File: config.mk
export PLATFORM = sky130hd
export DESIGN_NAME = custom_instr_sequencer
export DESIGN_NICKNAME = d
export VERILOG_FILES = /design/src/rtl/custom_instr_sequencer.sv
export SDC_FILE = /design/constraint.sdc
export NUM_CORES = 1
export LEC_CHECK = 0
export BUFFER_PORTS_ARGS = -buffer_cell sky130_fd_sc_hd__buf_2
export CORE_ASPECT_RATIO = 1.1
export CORE_MARGIN = 2
export CORE_UTILIZATION = 46
export CTS_CLUSTER_DIAMETER = 200
export DETAILED_ROUTE_END_ITERATION = 16
export GPL_TIMING_DRIVEN = 0
export PLACE_DENSITY = 0.8
export SLEW_MARGIN = 40
export SYNTH_ARGS = -nofsm -noshare
export SYNTH_HDL_FRONTEND = slang
export SYNTH_SLANG_ARGS = --single-unit
File: constraint.sdc
create_clock -name clk -period 2.2 [get_ports clk]
set_input_delay 0.22 -clock clk [delete_from_list [all_inputs] [get_ports clk]]
set_output_delay 0.22 -clock clk [all_outputs]
set_load 0.01 [all_outputs]
File: src/rtl/custom_instr_sequencer.sv
// custom_instr_sequencer
// Issues one custom instruction (FFT / ENCRYPT / DECRYPT) at a time to its
// accelerator, stalls the core until the selected unit reports done and
// writes the unit result back to the register file. Illegal codes and unit
// timeouts are flagged with one-cycle pulses. DATA_MEM traffic is ignored.
module custom_instr_sequencer #(
    parameter int unsigned DATA_W         = 19,
    parameter int unsigned REG_AW         = 4,
    parameter int unsigned TIMEOUT_CYCLES = 255
) (
    input  logic                  clk,
    input  logic                  rst,
    input  logic                  instr_valid_i,
    input  logic [2:0]            custom_instr_i,
    input  logic [DATA_W-1:0]     op_a_i,
    input  logic [DATA_W-1:0]     op_b_i,
    input  logic [REG_AW-1:0]     rd_addr_i,
    output logic                  stall_o,
    output logic                  busy_o,
    output logic [2:0]            unit_start_o,
    output logic [DATA_W-1:0]     unit_op_a_o,
    output logic [DATA_W-1:0]     unit_op_b_o,
    input  logic [2:0]            unit_done_i,
    input  logic [3*DATA_W-1:0]   unit_result_i,
    output logic                  rf_wr_en_o,
    output logic [REG_AW-1:0]     rf_wr_addr_o,
    output logic [DATA_W-1:0]     rf_wr_data_o,
    output logic                  illegal_o,
    output logic                  timeout_o
);

    // Decode-side custom instruction codes.
    typedef enum logic [2:0] {
        CI_DATA_MEM = 3'b000,
        CI_FFT      = 3'b010,
        CI_ENCRYPT  = 3'b101,
        CI_DECRYPT  = 3'b111
    } custom_instr_t;

    typedef enum logic [1:0] {
        S_IDLE,
        S_ISSUE,
        S_WAIT,
        S_WB
    } state_t;

    // Timer counts WAIT cycles and saturates at the limit, so it never wraps.
    localparam int unsigned       TMR_W    = $clog2(TIMEOUT_CYCLES) + 1;
    localparam logic [TMR_W-1:0]  TMR_LAST = TMR_W'(TIMEOUT_CYCLES - 1);
    localparam logic [TMR_W-1:0]  TMR_ONE  = TMR_W'(1);

    state_t               state_q,   state_d;
    logic [DATA_W-1:0]    op_a_q,    op_a_d;
    logic [DATA_W-1:0]    op_b_q,    op_b_d;
    logic [REG_AW-1:0]    rd_q,      rd_d;
    logic [2:0]           sel_q,     sel_d;
    logic [DATA_W-1:0]    result_q,  result_d;
    logic [TMR_W-1:0]     timer_q,   timer_d;
    logic                 illegal_q, illegal_d;
    logic                 timeout_q, timeout_d;

    logic                 code_legal;
    logic                 code_illegal;
    logic [2:0]           code_sel;
    logic                 can_accept;
    logic                 accept;
    logic                 sel_done;
    logic [DATA_W-1:0]    sel_result;
    logic                 timer_at_limit;

    // Classify the incoming code and map legal codes to a one-hot unit select.
    always_comb begin
        code_legal   = 1'b0;
        code_illegal = 1'b0;
        code_sel     = '0;
        case (custom_instr_i)
            CI_FFT: begin
                code_legal = 1'b1;
                code_sel   = 3'b001;
            end
            CI_ENCRYPT: begin
                code_legal = 1'b1;
                code_sel   = 3'b010;
            end
            CI_DECRYPT: begin
                code_legal = 1'b1;
                code_sel   = 3'b100;
            end
            CI_DATA_MEM: begin
                code_legal = 1'b0;
            end
            default: begin
                code_illegal = 1'b1;
            end
        endcase
    end

    assign can_accept     = (state_q == S_IDLE) || (state_q == S_WB);
    assign accept         = instr_valid_i && code_legal && can_accept;
    assign sel_done       = |(unit_done_i & sel_q);
    assign timer_at_limit = (timer_q == TMR_LAST);

    // Pick the result slice belonging to the selected unit.
    always_comb begin
        sel_result = '0;
        case (sel_q)
            3'b001:  sel_result = unit_result_i[0*DATA_W +: DATA_W];
            3'b010:  sel_result = unit_result_i[1*DATA_W +: DATA_W];
            3'b100:  sel_result = unit_result_i[2*DATA_W +: DATA_W];
            default: sel_result = '0;
        endcase
    end

    // Next-state logic: sequencing, timer, result capture and flag pulses.
    always_comb begin
        state_d   = state_q;
        op_a_d    = op_a_q;
        op_b_d    = op_b_q;
        rd_d      = rd_q;
        sel_d     = sel_q;
        result_d  = result_q;
        timer_d   = timer_q;
        illegal_d = instr_valid_i && can_accept && code_illegal;
        timeout_d = 1'b0;

        case (state_q)
            S_IDLE: begin
                state_d = S_IDLE;
            end
            S_ISSUE: begin
                timer_d = '0;
                state_d = S_WAIT;
            end
            S_WAIT: begin
                // Done has priority over the timeout limit in the same cycle.
                if (sel_done) begin
                    result_d = sel_result;
                    state_d  = S_WB;
                end else if (timer_at_limit) begin
                    timeout_d = 1'b1;
                    state_d   = S_IDLE;
                end else begin
                    timer_d = timer_q + TMR_ONE;
                end
            end
            S_WB: begin
                state_d = S_IDLE;
            end
            default: begin
                state_d = S_IDLE;
            end
        endcase

        // Accept is only possible from IDLE or WB; in WB it chains straight
        // into the next ISSUE without an idle gap.
        if (accept) begin
            op_a_d  = op_a_i;
            op_b_d  = op_b_i;
            rd_d    = rd_addr_i;
            sel_d   = code_sel;
            state_d = S_ISSUE;
        end
    end

    // State and capture registers with synchronous reset.
    always_ff @(posedge clk) begin
        if (rst) begin
            state_q   <= S_IDLE;
            op_a_q    <= '0;
            op_b_q    <= '0;
            rd_q      <= '0;
            sel_q     <= '0;
            result_q  <= '0;
            timer_q   <= '0;
            illegal_q <= 1'b0;
            timeout_q <= 1'b0;
        end else begin
            state_q   <= state_d;
            op_a_q    <= op_a_d;
            op_b_q    <= op_b_d;
            rd_q      <= rd_d;
            sel_q     <= sel_d;
            result_q  <= result_d;
            timer_q   <= timer_d;
            illegal_q <= illegal_d;
            timeout_q <= timeout_d;
        end
    end

    // Output decode from the current state and captured values.
    always_comb begin
        stall_o      = (state_q == S_ISSUE) || (state_q == S_WAIT) || accept;
        busy_o       = (state_q != S_IDLE);
        unit_start_o = (state_q == S_ISSUE) ? sel_q : '0;
        unit_op_a_o  = op_a_q;
        unit_op_b_o  = op_b_q;
        rf_wr_en_o   = (state_q == S_WB) && (rd_q != '0);
        rf_wr_addr_o = (state_q == S_WB) ? rd_q : '0;
        rf_wr_data_o = (state_q == S_WB) ? result_q : '0;
        illegal_o    = illegal_q;
        timeout_o    = timeout_q;
    end

endmodule
==> key figures, run 1 <==
Global route
  – Largest net degree at the start of global routing: 16
  – Remaining Overflow, GRT: 0
  – GR Layer Usage met3: 5.32%
  – M1 GR Usage: 24.0%
  – Initial antenna violation count: 0
  – Global-route wire length before repair: 14.3 mm
  – Top Usage Layer GRT: met2
  – Total global-route track usage: 21.3%
  – Vias in the first global route: 3,263
  – GR Util met2: 39.3%

STA
  – Setup TNS: 0 ps
  – Post-layout min period: 2100 ps
  – Final hold slack: 108 ps
  – Worst rel slew slack: 49.7%
  – Fin. Hold Viols: 0
  – Max Fclk: 475 MHz
  – Slew of the pin with the lowest slew margin: 750 ps
  – Clock skew: 11.4 ps
  – Setup ws final: 96.7 ps
  – Max Slew Vio Count: 0
  – Period utilisation layout: 95.6%
  – Endpoints failing setup: 0

Clocking
  – CTS buffer count: 9
  – TritonCTS clock tree: done
  – Clock tree buffer depth: 2
  – CTS root buf: clkbuf_8
  – Clock-pin slew on the worst setup and hold paths: 90 ps
  – H-tree depth: 3
  – Worst skew pair latency: 330 ps
  – Clk sinks: 77

Power
  – PwrDens: 624 nW/um^2
  – Leakage: 2.21 nW
  – Worst-case vdd ir drop: 0.372 mV

Floorplan
  – Initial Utilization: 47.3%
  – DIE HEIGHT: 95.9 um
  – Num ports: 177
  – Num rows: 33
  – Die extent in x: 87.6 um
  – Die area: 8400 um^2
  – Core Area: 7470 um^2

Placed design
  – Placement Setup Slack: -226 ps
  – PortBufs: 175
  – Placed insts: 656
  – DPL Wire Length: 7.36 mm
  – Area after DPL: 4540 um^2
  – Gpl congestion: 0.857

Setup path
  – FF-to-FF Start: sel_q[2]
  – Worst setup EP type: output pin
  – Crit path max fanout: 10
  – Critical R2R Capture: result_q[10]
  – Crit. Startpoint: state_q[1]
  – Startpoint Class: flip-flop
  – Crit Path Class: reg2out
  – WP data arrival: 1880 ps
  – Worst Path Required: 1980 ps
  – Worst Reg-to-Reg Cells: 6
  – R2r setup slk: 180 ps

Routing
  – Post-route DRC: 0
  – Post-Route WL: 9.47 mm
  – Drt pass-1 iters: 4
  – Vias: 3,442
  – Iter 0 DRT Violations: 171
  – Post-DRT Antenna Nets: 0
  – Vias/cell: 5.08
  – Wire per inst: 14.0 um

Hold path
  – Min-delay src: op_a_i[2]
  – Hold path depth: 3
  – Hold endpoint: unit_op_a_o[2]
  – Hold Path Class: in2reg

Logic synthesis
  – Syn avg cell area: 9.40 um^2
  – Number of synthesized flops with an enable pin: 0
  – Sequential fraction of the synthesis area: 43.6%
  – Synth cell types: 45
  – Ys flop type: dfxtp_1
  – YS warnings: 0
  – Mapped Area: 3530 um^2
  – Synth Register Bits: 77
  – Synth Instances: 376
  – Syn Nets: 491
  – Post-synth ARST share: 0%

Final layout
  – Final nets: 683
  – Non-filler instance count after layout: 678
  – Synthesis-to-layout area growth: 36.3%
  – Final Instance Area: 4820 um^2
  – Layout cells sized above 1: 37.7%
  – ANT cells: 0

Flow run
  – Max_cap viols: 0

Status
  – Status: completed
==> worst max-delay path, stage by stage, from the launching register on <==
cell and delay, ps:
dfxtp_4 370, inv_2 50, ha_4 280, nand2b_4 130, a21oi_1 50, buf_6 120
buf_8 140, or2_2 260, buf_2 140
==> through the flow <==
| step | util (%) | power (mW) |
|---|---|---|
| 2_1_floorplan | - | 1.81 |
| 3_3_place_gp | 60.8 | 2.01 |
| 3_5_place_dp | 60.8 | 2.03 |
| 4_1_cts | 64.0 | 3.03 |
| 5_1_grt | 64.4 | 3.16 |
| 6_report | 64.4 | 3.01 |
==> worst max path at each step <==
stage	endpoint	slack [ps]	cells after the start
after CTS	stall_o	-7	8
after detailed placement	result_q[10]	-230	5
after global routing	stall_o	-0.2	8
after floorplan	timer_q[7]	310	4
after global placement	result_q[14]	-140	5
final	stall_o	100	8
==> power by group <==
group	total [mW]	switching, mW	internal, mW
logic	0.543	0.275	0.268
registers	1.49	0.0376	1.45
clock network	0.976	0.552	0.425
total	3.01	0.864	2.14
==> repair_timing <==
| item | CTS | global route |
|---|---|---|
| pin swaps | 1 | 0 |
| endpoints found under the hold margin | 0 | 0 |
| resized for setup | 10 | 6 |
| buffers inserted | 3 | 3 |
| hold buffers | 0 | 0 |
| setup endpoints to repair | 12 | 11 |
==> cell usage after synthesis (all sizes together), types with 3 or more instances <==
| cell type | instances | area [um^2] |
|---|---|---|
| nand2 | 12 | 45.0 |
| and3 | 3 | 18.8 |
| a2bb2oi | 19 | 166 |
| nor2b | 4 | 25.0 |
| buf | 7 | 33.8 |
| o2bb2ai | 19 | 166 |
| mux2i | 43 | 430 |
| dfxtp | 77 | 1540 |
| clkbuf | 19 | 71.3 |
| inv | 12 | 45.0 |
| nand4b | 3 | 26.3 |
| nor2 | 48 | 180 |
| o21ai | 7 | 35.0 |
| nand2b | 4 | 25.0 |
| a31oi | 4 | 25.0 |
| a21oi | 9 | 48.8 |
| ha | 7 | 87.6 |
| and2 | 28 | 175 |
| a22oi | 20 | 150 |
==> sequential cells by signal (all words and copies together), names as in the netlist <==
register / count
result_q: 19
unit_op_a_o: 19
unit_op_b_o: 19
timer_q: 9
rd_q: 4
sel_q: 3
state_q: 2
illegal_o: 1
timeout_o: 1
==> placed cells by master (no fill, tap or decap), types with 2 or more instances in the layout <==
cell	n
buf_2	179
mux2i_1	43
a21o_1	2
nor4_1	2
dfxtp_4	2
ha_1	6
buf_4	6
clkbuf_2	2
clkinvlp_4	3
a22oi_1	20
and2_1	28
nand2_1	12
a2bb2oi_1	19
nand3b_1	2
clkbuf_1	18
a211oi_1	2
o21ai_0	6
o2bb2ai_1	19
clkbuf_8	9
nand2b_1	3
nor2_1	48
inv_2	2
inv_1	10
and3_1	3
a31oi_1	4
nand4b_1	3
nor2b_1	4
nor3b_1	2
a21oi_1	8
nand4_1	2
or4_1	2
clkinv_4	2
o22ai_1	2
dfxtp_1	75
==> logic make-up after synthesis <==
group                    share of synthesized area, %
buffers and inverters                            4.25
adder cells (fa/ha/maj)                          2.48
AND/OR/NAND/NOR                                  17.0
AO/OA/AOI/OAI                                    20.5
flip-flops                                       43.6
multiplexers                                     12.2
==> final cells by class <==
class                   instances  area [um^2]
clock inverters                 7         60.1
plain buffers                  26          124
repair buffers                181          921
clock buffers                   9          124
fillers                       640         2660
well taps                     105          131
multi-input cells             261         1860
flip-flops and latches         77         1550
inverters                      12         45.0
==> metal layers <==
layer / vias to the layer above / share of wire (%)
met3: 8 / 7.2
met5: - / 0
met4: 0 / 0.83
met1: 1554 / 42
met2: 134 / 50
li1: 1746 / -
No activity file was read; power rests on OpenSTA's default activity.
==> run 2, diff against run 1 <==
==> constraint.sdc (replaced) <==
create_clock -name clk -period 2.2 [get_ports clk]
set_input_delay 0.33 -clock clk [delete_from_list [all_inputs] [get_ports clk]]
set_output_delay 0.33 -clock clk [all_outputs]
set_load 0.01 [all_outputs]
==> run 2 against run 1 <==
First-iteration DRC count down 9.4%. Largest cell class unchanged. Highest routed layer unchanged. Final cell count rose by 0.15%. Largest power group unchanged. Combinational power is 3% higher. Utilization grew 0.12 points. Wire length hardly changed.
==> key figures, run 2 (synthesis results as in run 1) <==
Final layout
  – Final Util: 64.6%
  – Most frequent cells in the layout: buf_2, dfxtp_1, nor2_1
  – Area of the multi-input gates: 1860 um^2
  – ANT cells: 0
  – Synthesis-to-layout area growth: 36.5%
  – Register area: 1550 um^2
  – Fill cell total of the finished layout: 640
  – Non-filler instance count after layout: 679
  – Most common cell after layout, fill and taps aside: buf_2
  – Final nets: 684
  – Layout cells sized above 1: 37.8%

Clocking
  – Hold Buf Count CTS: 0
  – CTS buffer count: 9
  – TritonCTS clock tree: done
  – H-tree depth: 3
  – Worst skew pair latency: 330 ps
  – Clock tree buffer depth: 2
  – Clk sinks: 77
  – CTS root buf: clkbuf_8
  – Clock-pin slew on the worst setup and hold paths: 90 ps

Setup path
  – Worst Reg-to-Reg Cells: 9
  – Crit path max fanout: 10
  – CP delay by family, top: buffers and inverters
  – WP data arrival: 1800 ps
  – Startpoint Class: flip-flop
  – Worst setup EP type: output pin
  – CP Depth: 5
  – Critical path buffers and inverters: 3
  – Slowest stage cell, crit path: clkbuf_1
  – Worst Path Required: 1870 ps
  – Crit Path Class: reg2out
  – Slowest stage delay, CP: 380 ps
  – Critical-path cell list: buf_4, ha_1, clkbuf_1, and2_1, buf_2

Floorplan
  – Num ports: 177
  – Core Area: 7470 um^2
  – DIE HEIGHT: 95.9 um
  – Initial Utilization: 47.3%
  – Num rows: 33
  – Die extent in x: 87.6 um
  – Die area: 8400 um^2

Global route
  – Largest net degree at the start of global routing: 16
  – Total global-route track usage: 21.3%
  – Initial antenna violation count: 0
  – Remaining Overflow, GRT: 0
  – Global-route wire length before repair: 14.3 mm
  – Vias in the first global route: 3,263

Status
  – Status: completed

Hold path
  – Hold path depth: 3
  – Hold Path Class: in2reg

STA
  – Clock skew: 11.5 ps
  – Setup TNS: 0 ps
  – RSZ-0062 raised after global routing: true
  – Fin. Hold Viols: 0
  – Slew of the pin with the lowest slew margin: 746 ps
  – Final hold slack: 220 ps
  – Post-layout min period: 2130 ps
  – Period utilisation layout: 97.0%
  – Max Slew Vio Count: 0
  – Endpoints failing setup: 0
  – Worst rel slew slack: 49.9%
  – Max Fclk: 469 MHz

Routing
  – Drt pass-1 iters: 4
  – Wire per inst: 14.0 um
  – Iter 0 DRT Violations: 155
  – Vias: 3,458
  – Post-DRT Antenna Nets: 0
  – Post-route DRC: 0
  – Post-Route WL: 9.48 mm
  – Vias/cell: 5.09

Power
  – Worst-case vdd ir drop: 0.372 mV
  – PwrDens: 626 nW/um^2
  – Leakage: 2.22 nW

Flow run
  – Max_cap viols: 0

Placed design
  – Gpl congestion: 0.857
  – PortBufs: 175
  – DPL Wire Length: 7.36 mm
  – Placed insts: 656
-- run 2: changes by cell type in the layout (fill, tap and decap cells not counted) --
| cell | before | now |
|---|---|---|
| clkbuf_4 | 0 | 1 |
| buf_6 | 1 | 2 |
| buf_4 | 6 | 8 |
| buf_2 | 179 | 177 |
| buf_8 | 1 | 0 |
-- run 2: worst paths after layout --
kind               startpoint         endpoint  slack [ps]
setup / recovery   state_q[0]  rf_wr_addr_o[2]          70
hold / removal      op_a_i[2]   unit_op_a_o[2]         220
setup reg to reg   state_q[1]   unit_op_a_o[5]         170
hold reg to reg   result_q[9]      result_q[9]         460
-- run 2: cell type report --
| type | instances | area share, % |
|---|---|---|
| multi-input cells | 261 | 38.6 |
| flip-flops and latches | 77 | 32.1 |
| repair buffers | 183 | 19.5 |
| well taps | 105 | 2.72 |
| clock buffers | 9 | 2.57 |
| plain buffers | 25 | 2.31 |
| clock inverters | 7 | 1.24 |
| inverters | 12 | 0.934 |
-- run 2: timing repair --
action,4_1_cts,5_1_grt
pin swaps,1,1
gates resized for setup,10,8
setup endpoints to repair,12,11
setup buffers,3,5
-- run 2: report_power, final --
group	total (mW)	switching [mW]	internal, mW
clock network	0.976	0.552	0.425
logic	0.557	0.279	0.278
registers	1.49	0.0360	1.45
-- run 2: stage by stage --
| step | cell area, um^2 | total power [mW] | setup WS (ps) |
|---|---|---|---|
| floorplan | 3530 | 1.81 | 189 |
| global placement | 4540 | 2.01 | -201 |
| detailed placement | 4540 | 2.03 | -261 |
| CTS | 4780 | 3.03 | -117 |
| global route | 4820 | 3.18 | -38.1 |
| finish | 4820 | 3.02 | 65.7 |
-- run 2: per-layer routing --
metal  up-vias  wire length [um]  GRT usage [%]
met5         -                 0              0
met4         0                77           6.54
li1       1750                 -              -
met3         8               706           5.32
met2       138              4780           39.3
met1      1562              3920           24.0
-- run 2: worst reg2reg max path: stages, from the launching register on --
cell and delay, ps:
dfxtp_4 350, inv_2 50, ha_4 240, nand2b_4 140, a21oi_1 150, buf_6 190, buf_4 190, buf_2 300
mux2i_1 230, nor2_1 60
==> run 3, diff against run 2 <==
PLACE_DENSITY = not set   (was 0.8)
PLACE_DENSITY_LB_ADDON = 0.12   (was not set)
SKIP_CTS_REPAIR_TIMING = 1   (was not set)
==> run 3 against run 2 <==
Setup slack better by 12 ps. Largest cell class unchanged. Final cell count down 0.15%. Largest power group unchanged. Flip-flop and latch count unchanged. Critical path depth up 3. Clock power up 6%. Highest routed layer unchanged.
==> key figures, run 3 (synthesis results as in run 1) <==
STA
  – Clock skew: 11.6 ps
  – RSZ-0062 raised after global routing: false
  – Endpoints failing setup: 0
  – Slew of the pin with the lowest slew margin: 568 ps
  – Max Slew Vio Count: 0
  – Worst rel slew slack: 62.1%
  – Fin. Hold Viols: 0
  – Max Fclk: 471 MHz
  – Setup ws final: 77.8 ps
  – Period utilisation layout: 96.5%
  – Post-layout min period: 2120 ps
  – Setup TNS: 0 ps

Routing
  – Vias: 3,401
  – Wire per inst: 13.3 um
  – Post-route DRC: 0
  – Post-DRT Antenna Nets: 0
  – Post-Route WL: 9.02 mm
  – Vias/cell: 5.02
  – Iter 0 DRT Violations: 176
  – Drt pass-1 iters: 4

Floorplan
  – Die area: 8400 um^2
  – Die extent in x: 87.6 um
  – DIE HEIGHT: 95.9 um
  – Initial Utilization: 47.3%
  – Num rows: 33
  – Core Area: 7470 um^2
  – Num ports: 177

Placed design
  – Placement Setup Slack: -255 ps
  – DPL Wire Length: 6.91 mm
  – PortBufs: 175
  – Area after DPL: 4540 um^2
  – Gpl congestion: 0.841

Clocking
  – CTS root buf: clkbuf_8
  – Clock-pin slew on the worst setup and hold paths: 80 ps
  – Worst skew pair latency: 340 ps
  – TritonCTS clock tree: done
  – Clk sinks: 77
  – Clock tree buffer depth: 2
  – H-tree depth: 3
  – CTS buffer count: 9

Power
  – Worst-case vdd ir drop: 0.455 mV
  – PwrDens: 636 nW/um^2
  – Overall Power: 3.07 mW
  – Leakage: 2.23 nW

Setup path
  – CP delay by family, top: buffers and inverters
  – Crit Path Class: reg2out
  – Worst Path Required: 1870 ps
  – Crit path max fanout: 4
  – Slowest stage cell, crit path: dfxtp_2
  – Slowest stage delay, CP: 360 ps
  – Critical-path cell list: inv_2, ha_4, nand2b_4, a21oi_1, buf_4, buf_8, or2_4, buf_6
  – R2r setup slk: 170 ps
  – Worst setup EP type: output pin
  – Startpoint Class: flip-flop
  – Critical path buffers and inverters: 4
  – WP data arrival: 1790 ps

Final layout
  – ANT cells: 0
  – Most common cell after layout, fill and taps aside: buf_2
  – Final Instance Area: 4830 um^2
  – Final Util: 64.6%
  – Most frequent cells in the layout: buf_2, dfxtp_1, nor2_1
  – Final nets: 684
  – Fill cell total of the finished layout: 656
  – Layout cells sized above 1: 37.3%
  – Synthesis-to-layout area growth: 36.7%

Status
  – Status: completed

Hold path
  – Hold Path Class: in2reg

Global route
  – Remaining Overflow, GRT: 0
  – Vias in the first global route: 2,969
  – Global-route wire length before repair: 13.7 mm
  – Initial antenna violation count: 0
  – Total global-route track usage: 20.6%
  – Largest net degree at the start of global routing: 13

Flow run
  – Max_cap viols: 0
-- run 3: cell count changes in the layout (fill, tap and decap cells not counted), sizes merged --
cell	change
clkinvlp	-3
clkinv	+1
buf	+2
inv	-2
bufinv	+1
-- run 3: path summary, 6_finish.rpt --
check	start	end	depth (start not counted)
max	state_q[0]	stall_o	8
min	op_b_i[15]	unit_op_b_o[15]	3
max reg2reg	sel_q[0]	result_q[11]	5
min reg2reg	result_q[0]	result_q[0]	1
-- run 3: metal layers --
layer  vias up  GRT usage, %  routed length, um  part of all wire [%]
li1       1742             -                  -                     -
met1      1489          26.3               3980                    44
met2       154          32.8               4030                    45
met3        16          5.40                836                   9.3
met4         0          9.23                165                   1.8
met5         -             0                  0                     0
-- run 3: cell type report --
cell class,instances,area (um^2),share of cell area [%]
buffer,26,118,2.44
clock buffer,11,141,2.93
clock inverter,4,48.8,1.01
inverter,12,45.0,0.933
multi-input combinational,261,1870,38.7
sequential,77,1540,32.0
tap,105,131,2.72
timing repair buffer,182,932,19.3
-- run 3: report_power, final --
group          leakage (nW)  total (mW)  internal [mW]  switching, mW
combinational          1.51       0.556          0.281          0.276
sequential            0.625        1.49           1.45         0.0353
clock                0.0992        1.03          0.547          0.484
-- run 3: worst reg2reg max path, stage by stage, from the launching register on --
cell       delay [ps]
dfxtp_1           370
a222oi_1          500
inv_1             180
a21oi_2           460
buf_2             320
o2bb2ai_1         140
-- run 3: metrics by stage --
step | cells | hold WS [ps]
finish | 678 | 217
detailed placement | 656 | 440
CTS | 671 | 208
global placement | 656 | 438
global route | 678 | 217
floorplan | 376 | 424
